`config.mk`:
```
export PLATFORM = sky130hd
export DESIGN_NAME = image_scan_controller
export DESIGN_NICKNAME = d
export VERILOG_FILES = /design/src/rtl/image_scan_controller.sv
export SDC_FILE = /design/constraint.sdc
export NUM_CORES = 1
export LEC_CHECK = 0
export ABC_AREA = 1
export CORE_MARGIN = 1.5
export CORE_UTILIZATION = 51
export DETAILED_ROUTE_END_ITERATION = 16
export HOLD_SLACK_MARGIN = 0.05
export PLACE_DENSITY = 0.83
export SYNTH_ARGS = -nofsm -noshare
export SYNTH_HDL_FRONTEND = slang
export SYNTH_SLANG_ARGS = --single-unit
```
`constraint.sdc`:
```
create_clock -name clk -period 2.15 [get_ports clk]
set_input_delay 0.215 -clock clk [delete_from_list [all_inputs] [get_ports clk]]
set_output_delay 0.215 -clock clk [all_outputs]
set_load 0.01 [all_outputs]
```
`src/rtl/image_scan_controller.sv`:
```
// -----------------------------------------------------------------------------
// image_scan_controller
//   Walks (column,row) across one frame in raster order, drives the RGB
//   loader's coordinate inputs, absorbs the loader's fixed read latency with a
//   tag pipeline and presents the pixels as a valid/ready stream with
//   start-of-frame / end-of-line / end-of-frame markers.
//
// Optional feature (macro SCAN_FRAME_REPEAT_EN):
//   Adds input repeat_frame ("repeat" is a reserved word). When it is high as
//   the last coordinate of a frame issues, scanning wraps to (0,0) and
//   continues without a gap; done pulses once per completed frame.
//
// Ports:
//   clk, rst_n          clock, asynchronous active-low reset
//   start, abort        frame start pulse / cancel-and-flush pulse
//   busy, done          frame in progress / one-cycle completion pulse
//   rd_column, rd_row   coordinate to the loader (registered)
//   rd_pixel            loader pixel {B,G,R}, READ_LATENCY cycles behind
//   m_valid, m_ready    output stream handshake
//   m_pixel             output pixel
//   m_sof, m_eol, m_eof markers qualifying m_pixel
// -----------------------------------------------------------------------------
module image_scan_controller #(
   parameter int IMAGE_WIDTH  = 116,
   parameter int IMAGE_HEIGHT = 78,
   parameter int READ_LATENCY = 2,
   parameter int FIFO_DEPTH   = 4    // >= READ_LATENCY+1, power of 2
) (
   input  logic        clk,
   input  logic        rst_n,
   input  logic        start,
   input  logic        abort,
`ifdef SCAN_FRAME_REPEAT_EN
   input  logic        repeat_frame,
`endif
   output logic        busy,
   output logic        done,
   output logic [31:0] rd_column,
   output logic [31:0] rd_row,
   input  logic [23:0] rd_pixel,
   output logic        m_valid,
   input  logic        m_ready,
   output logic [23:0] m_pixel,
   output logic        m_sof,
   output logic        m_eol,
   output logic        m_eof
);

   localparam int PW = (FIFO_DEPTH > 1) ? $clog2(FIFO_DEPTH) : 1;
   localparam int CW = $clog2(FIFO_DEPTH + 1);

   typedef enum logic [1:0] {IDLE, ISSUE, DRAIN, DONE} state_t;
   state_t state;

   // Tag pipeline, one stage per cycle of loader latency: {valid,sof,eol,eof}
   logic [READ_LATENCY-1:0][3:0] pipe;
   logic [READ_LATENCY-1:0]      stage_valid;

   logic [26:0]   mem [FIFO_DEPTH];   // {pixel, sof, eol, eof}
   logic [PW-1:0] wr_ptr;
   logic [PW-1:0] rd_ptr;
   logic [CW-1:0] count;

   logic        push, pop, issue, flush;
   logic        last_col, last_row, repeat_now, head_eof;
   logic [26:0] head;
   logic [3:0]  issue_tag;
   logic [31:0] in_flight;

`ifdef SCAN_FRAME_REPEAT_EN
   assign repeat_now = repeat_frame;
`else
   assign repeat_now = 1'b0;
`endif

   genvar gi;
   generate
      for (gi = 0; gi < READ_LATENCY; gi++) begin : g_stage_valid
         assign stage_valid[gi] = pipe[gi][3];
      end
   endgenerate

   always_comb begin
      in_flight = '0;
      for (int i = 0; i < READ_LATENCY; i++)
         in_flight = in_flight + 32'(stage_valid[i]);
   end

   assign head      = mem[rd_ptr];
   assign head_eof  = head[0];
   assign m_valid   = (count != '0);
   assign pop       = m_valid && m_ready;
   assign push      = pipe[READ_LATENCY-1][3];
   assign flush     = abort && (state != IDLE);
   assign last_col  = (rd_column == 32'(IMAGE_WIDTH - 1));
   assign last_row  = (rd_row == 32'(IMAGE_HEIGHT - 1));
   assign issue_tag = {1'b1, (rd_column == '0) && (rd_row == '0), last_col, last_col && last_row};

   // Reserve a FIFO slot for every read in flight; a pop this cycle frees one.
   assign issue = (state == ISSUE) &&
                  (in_flight + 32'(count) + 32'd1 <= 32'(FIFO_DEPTH) + 32'(pop));

   // Empty FIFO shows zeros rather than stale storage.
   assign m_pixel = m_valid ? head[26:3] : 24'd0;
   assign m_sof   = m_valid && head[2];
   assign m_eol   = m_valid && head[1];
   assign m_eof   = m_valid && head[0];

   always_ff @(posedge clk or negedge rst_n) begin
      if (!rst_n) begin
         pipe <= '0;
      end else if (flush) begin
         pipe <= '0;
      end else begin
         pipe[0] <= issue ? issue_tag : 4'b0;
         for (int i = 1; i < READ_LATENCY; i++)
            pipe[i] <= pipe[i-1];
      end
   end

   // Pixel storage needs no reset: occupancy is tracked by count alone.
   always_ff @(posedge clk) begin
      if (push)
         mem[wr_ptr] <= {rd_pixel, pipe[READ_LATENCY-1][2:0]};
   end

   always_ff @(posedge clk or negedge rst_n) begin
      if (!rst_n) begin
         state     <= IDLE;
         rd_column <= '0;
         rd_row    <= '0;
         busy      <= 1'b0;
         done      <= 1'b0;
         wr_ptr    <= '0;
         rd_ptr    <= '0;
         count     <= '0;
      end else if (flush) begin
         state     <= IDLE;
         rd_column <= '0;
         rd_row    <= '0;
         busy      <= 1'b0;
         done      <= 1'b0;
         wr_ptr    <= '0;
         rd_ptr    <= '0;
         count     <= '0;
      end else begin
         done  <= pop && head_eof;
         count <= count + CW'(push) - CW'(pop);
         if (push) wr_ptr <= wr_ptr + PW'(1);
         if (pop)  rd_ptr <= rd_ptr + PW'(1);

         // Coordinates always wrap after the last one, so an idle controller
         // already points at (0,0) for the next frame.
         if (issue) begin
            if (last_col) begin
               rd_column <= '0;
               rd_row    <= last_row ? 32'd0 : rd_row + 32'd1;
            end else begin
               rd_column <= rd_column + 32'd1;
            end
         end

         case (state)
            IDLE: begin
               if (start) begin
                  state <= ISSUE;
                  busy  <= 1'b1;
               end
            end
            ISSUE: begin
               if (issue && last_col && last_row && !repeat_now)
                  state <= DRAIN;
            end
            DRAIN: begin
               // eof is the last pixel, so its pop leaves nothing buffered.
               if (pop && head_eof) begin
                  state <= DONE;
                  busy  <= 1'b0;
               end
            end
            DONE: begin
               if (start) begin
                  state <= ISSUE;
                  busy  <= 1'b1;
               end else begin
                  state <= IDLE;
               end
            end
            default: state <= IDLE;
         endcase
      end
   end

   a_no_overflow: assert property (@(posedge clk) disable iff (!rst_n)
      !(push && !pop && (count == CW'(FIFO_DEPTH))));

endmodule

```
==> results of run 1 <==
[synth_stat cells]
cell                       instances  area share [%]
sky130_fd_sc_hd__o21ai_1          10            0.52
sky130_fd_sc_hd__nand3_1          58             3.0
sky130_fd_sc_hd__nand2_1         245             9.5
sky130_fd_sc_hd__o22ai_1          11            0.71
sky130_fd_sc_hd__inv_1           103             4.0
sky130_fd_sc_hd__buf_4             3            0.23
sky130_fd_sc_hd__a21o_1            1           0.077
sky130_fd_sc_hd__xor2_1           28             2.5
sky130_fd_sc_hd__ha_1             20             2.6
sky130_fd_sc_hd__o21a_1            1           0.077
sky130_fd_sc_hd__o211ai_1          2            0.15
sky130_fd_sc_hd__nor2_4            4            0.46
sky130_fd_sc_hd__buf_2            12            0.62
sky130_fd_sc_hd__nand2_2           2            0.13
sky130_fd_sc_hd__clkbuf_1         13            0.50
sky130_fd_sc_hd__o21ai_2           2            0.18
sky130_fd_sc_hd__o31ai_1           2            0.15
sky130_fd_sc_hd__nor2_1          231             8.9
sky130_fd_sc_hd__and2_1            2            0.13
sky130_fd_sc_hd__inv_2             2           0.077
sky130_fd_sc_hd__o21bai_1          1           0.077
sky130_fd_sc_hd__clkinv_1          1           0.039
sky130_fd_sc_hd__nor2_2            8            0.52
sky130_fd_sc_hd__xnor2_1           9            0.81
sky130_fd_sc_hd__a31oi_1           1           0.064
sky130_fd_sc_hd__a21oi_1          32             1.6
sky130_fd_sc_hd__nand3_2           4            0.41
sky130_fd_sc_hd__nand4_1          14            0.90
sky130_fd_sc_hd__dfrtp_1          83              21
sky130_fd_sc_hd__o21ai_0          79             4.1
sky130_fd_sc_hd__buf_6             2            0.23
sky130_fd_sc_hd__edfxtp_1        108              33
sky130_fd_sc_hd__or2_2             4            0.26
sky130_fd_sc_hd__fa_1              2            0.41
sky130_fd_sc_hd__nor3_1           22             1.1
sky130_fd_sc_hd__buf_1             4            0.15
[metrics by stage]
stage / cells / hold WS [ns] / power (mW) / TNS [ns] / utilization, %
after global routing: 1552 / 0.223 / 14.3 / -32.61 / 68.2
after detailed placement: 1487 / 0.136 / 9.16 / -13.19 / 61.3
final: 1552 / 0.207 / 13.7 / -23.97 / 68.2
after floorplan: 1126 / -0.0806 / 7.14 / -2.00 / -
after global placement: 1487 / 0.133 / 9.01 / -7.98 / 61.3
after CTS: 1535 / 0.202 / 12.8 / -13.02 / 66.0
[layer usage]
layer	GRT usage, %	part of all wire [%]	vias up
met1	33.2	40	4099
met5	0	0	-
met3	4.72	8.2	50
met2	45.4	50	417
met4	7.02	1.7	0
li1	-	-	4036
[worst max-delay path by stage]
stage	startpoint	end	slack, ns	cells past startpoint
after detailed placement	count[0]	rd_row[29]	-0.28	15
after global placement	count[0]	rd_row[31]	-0.18	13
after floorplan	count[0]	rd_row[9]	-0.09	15
after global routing	count[0]	rd_row[6]	-0.57	17
after CTS	count[0]	rd_row[5]	-0.27	17
final	pipe[3]	rd_row[6]	-0.44	15
[power groups by stage]
| stage | Sequential, mW | Clock, mW | Combinational [mW] |
|---|---|---|---|
| after CTS | 4.38 | 3.14 | 5.25 |
| final | 4.40 | 3.12 | 6.14 |
| after global placement | 4.43 | 0 | 4.57 |
| after floorplan | 4.42 | 0 | 2.73 |
| after detailed placement | 4.44 | 0 | 4.72 |
| after global routing | 4.43 | 3.30 | 6.54 |
[cell families after synthesis]
group | Yosys count | share of synthesized area [%]
and+or+nand+nor | 594 | 25.3
DFF | 191 | 54.8
AOI/OAI and AO/OA | 142 | 7.73
buffers and inverters | 140 | 5.84
xor gates and xnor gates | 37 | 3.34
adders and majority gates | 22 | 2.99
[cell type report]
type	instances	area, um2	share of cell area (%)
clock buffers	17	425	3.34
clock inverters	15	165	1.30
inverters	106	400	3.14
multi-input cells	799	4250	33.3
flip-flops and latches	191	5320	41.8
well taps	234	293	2.30
repair buffers	190	1890	14.8
[registers in the layout, indices dropped and copies added (netlist names)]
register,count
rd_row,32
wr_ptr,2
count,3
mem,108
rd_column,32
rd_ptr,2
busy,1
pipe,8
state,2
done,1
[what timing repair did]
item | in CTS | in global routing
buffers inserted | 9 | 14
endpoints found under the setup margin | 96 | 85
pin swaps | 16 | 16
hold buffers | 1 | 0
resized for setup | 88 | 126
cloned | 7 | 5
endpoints found under the hold margin | 58 | 0
==> metrics.log, run 1 <==
INFO  metric post_route_cells_drive_above_1_share = 16.9%
INFO  metric synthesis.instances = 1126
INFO  metric cts_tree = built
INFO  metric floorplan.rows = 50
INFO  metric grt_pass1_vias = about 8k
INFO  metric maxCapViolCount = 0
INFO  metric clock_path_buffers = 2
INFO  metric violations = setup timing
INFO  metric final_wirelength = between 20 and 30 mm
INFO  metric path_delay_family = adder cells
INFO  metric slew-limit-headroom = roughly 62%
INFO  metric design.core.area = approximately 19000 um2
INFO  metric timing.final.setup_violations = 72
INFO  metric vias_per_cell = roughly 5.5
INFO  metric n_antenna_cell = 0
INFO  metric layout_commonest_cell = sky130_fd_sc_hd__nor2_1
INFO  metric worstReg2RegStart = pipe[3]
INFO  metric syn-mean-instance-area = 8.63 um2
INFO  metric r2r_setup_slack = -0.44 ns
INFO  metric synthesis.area = ~9700 um2
INFO  metric dpl_cell_area = 11500 um2
INFO  metric power_frac_clock = 22.8%
INFO  metric worst_slew_pin_tran = 0.565 ns
INFO  metric timing.fmax = 386 MHz
INFO  metric seqPwrFrac = 32.2%
INFO  metric critical_path_arrival = 2.95 ns
INFO  metric post_syn_nets = 1177
INFO  metric crit_path_top_delay_cell = sky130_fd_sc_hd__fa_2
INFO  metric cts_max_level = 4
INFO  metric hold_path.class = input pin to async pin
INFO  metric synth.ff_latch_count = 191
INFO  metric fillCellCount = 1375
INFO  metric synth_cell_types = 36
INFO  metric fin_crit = 2.59 ns
INFO  metric globalRouteTotalUtil = 25.9%
INFO  metric number_of_antenna_violations_at_the_first_check_in_global_routing = 0
INFO  metric synth-warning-count = 0
INFO  metric total_overflow_reported_by_the_global_router = 0
INFO  metric dpl_worst_slack = -0.277 ns
INFO  metric clock_skew = about 0.017 ns
INFO  metric total_switching_power = around 5.3 mW
INFO  metric num_io_pins = roughly 120
INFO  metric outcome = finished, violations left
INFO  metric min_period_over_period = 120%
INFO  metric setup_ws = -0.440 ns
INFO  metric gp_congestion = 0.950
INFO  metric cp-start-kind = flip-flop
INFO  metric critical_path_required = 2.51 ns
INFO  metric r2r_end = rd_row[6]
INFO  metric drcViolationCount = 0
INFO  metric cts-buffers-inserted = 17
INFO  metric setup_repair_after_global_routing_missed_its_margin = true
INFO  metric dpl.hpwl = 16.1 mm
INFO  metric wire_length_of_the_first_global_routing_pass = 40.5 mm
INFO  metric detail_route.wl_per_cell = 17.1 um
INFO  metric design.die.area = 19900 um2
INFO  metric power_report.internal_total = about 8.3 mW
INFO  metric setup.worst_path.end_class = flip-flop
INFO  metric clock_insertion_delay_worst_skew = 0.44 ns
INFO  metric syn_to_final_growth = 31.3%
INFO  metric final_antenna_net_count = 0
INFO  metric clk_pin_slew = 0.09 ns
INFO  metric timing_max_transition_violations_final = 0
INFO  metric drtIter0Drc = about 750
INFO  metric dr_total_vias = around 8.6k
INFO  metric final_net_count = 1356
INFO  metric path_cells = inv_1, ha_4, inv_2, ha_4, fa_2, nor2_2, inv_1, nand2_2, nand3_4, nor2_4, nand2_2, nor2_4, clkbuf_16, nand2_1, o21ai_1
INFO  metric static-leakage-power = between 5 and 6 nW
INFO  metric path_buf_inv = 4
INFO  metric combPwrFrac = 45.0%
INFO  metric power_density = 1070 nW/um2
INFO  metric maximum_resistive_drop_on_vdd = 0.788 mV
INFO  metric power.share.switching = 38.9%
INFO  metric layout.cells.most_common_list = sky130_fd_sc_hd__nor2_1, sky130_fd_sc_hd__nand2_1, sky130_fd_sc_hd__edfxtp_1, sky130_fd_sc_hd__inv_1, sky130_fd_sc_hd__clkdlybuf4s50_1
INFO  metric critical_setup_path_class = flip-flop to flip-flop
INFO  metric cts.sink_count = 191
INFO  metric grt_start_max_net_pins = 38
INFO  metric die_height = 141 um
INFO  metric initial_utilization = roughly half
INFO  metric placement.io_buffers = between 100 and 150
INFO  metric drt_pass1_iterations = 5
INFO  metric yosysSeqAreaShare = a little over half
INFO  metric slowest_delay = approximately 0.45 ns
INFO  metric rr_worst_depth = 15
INFO  metric finalInstanceArea = 12700 um2
INFO  metric hold_viol = 0
INFO  metric die-width = between 100 and 150 um
INFO  metric maximum_fanout_along_the_worst_path = 11
INFO  metric cts-root-buf = sky130_fd_sc_hd__clkbuf_16
Note: power is estimated with default switching activity, not from simulation.
==> run 2: changes to the inputs <==
SLEW_MARGIN = 5   (was default)
==> results of run 2 <==
Same layout as run 1: the final DEF is identical, and so are final timing and power.
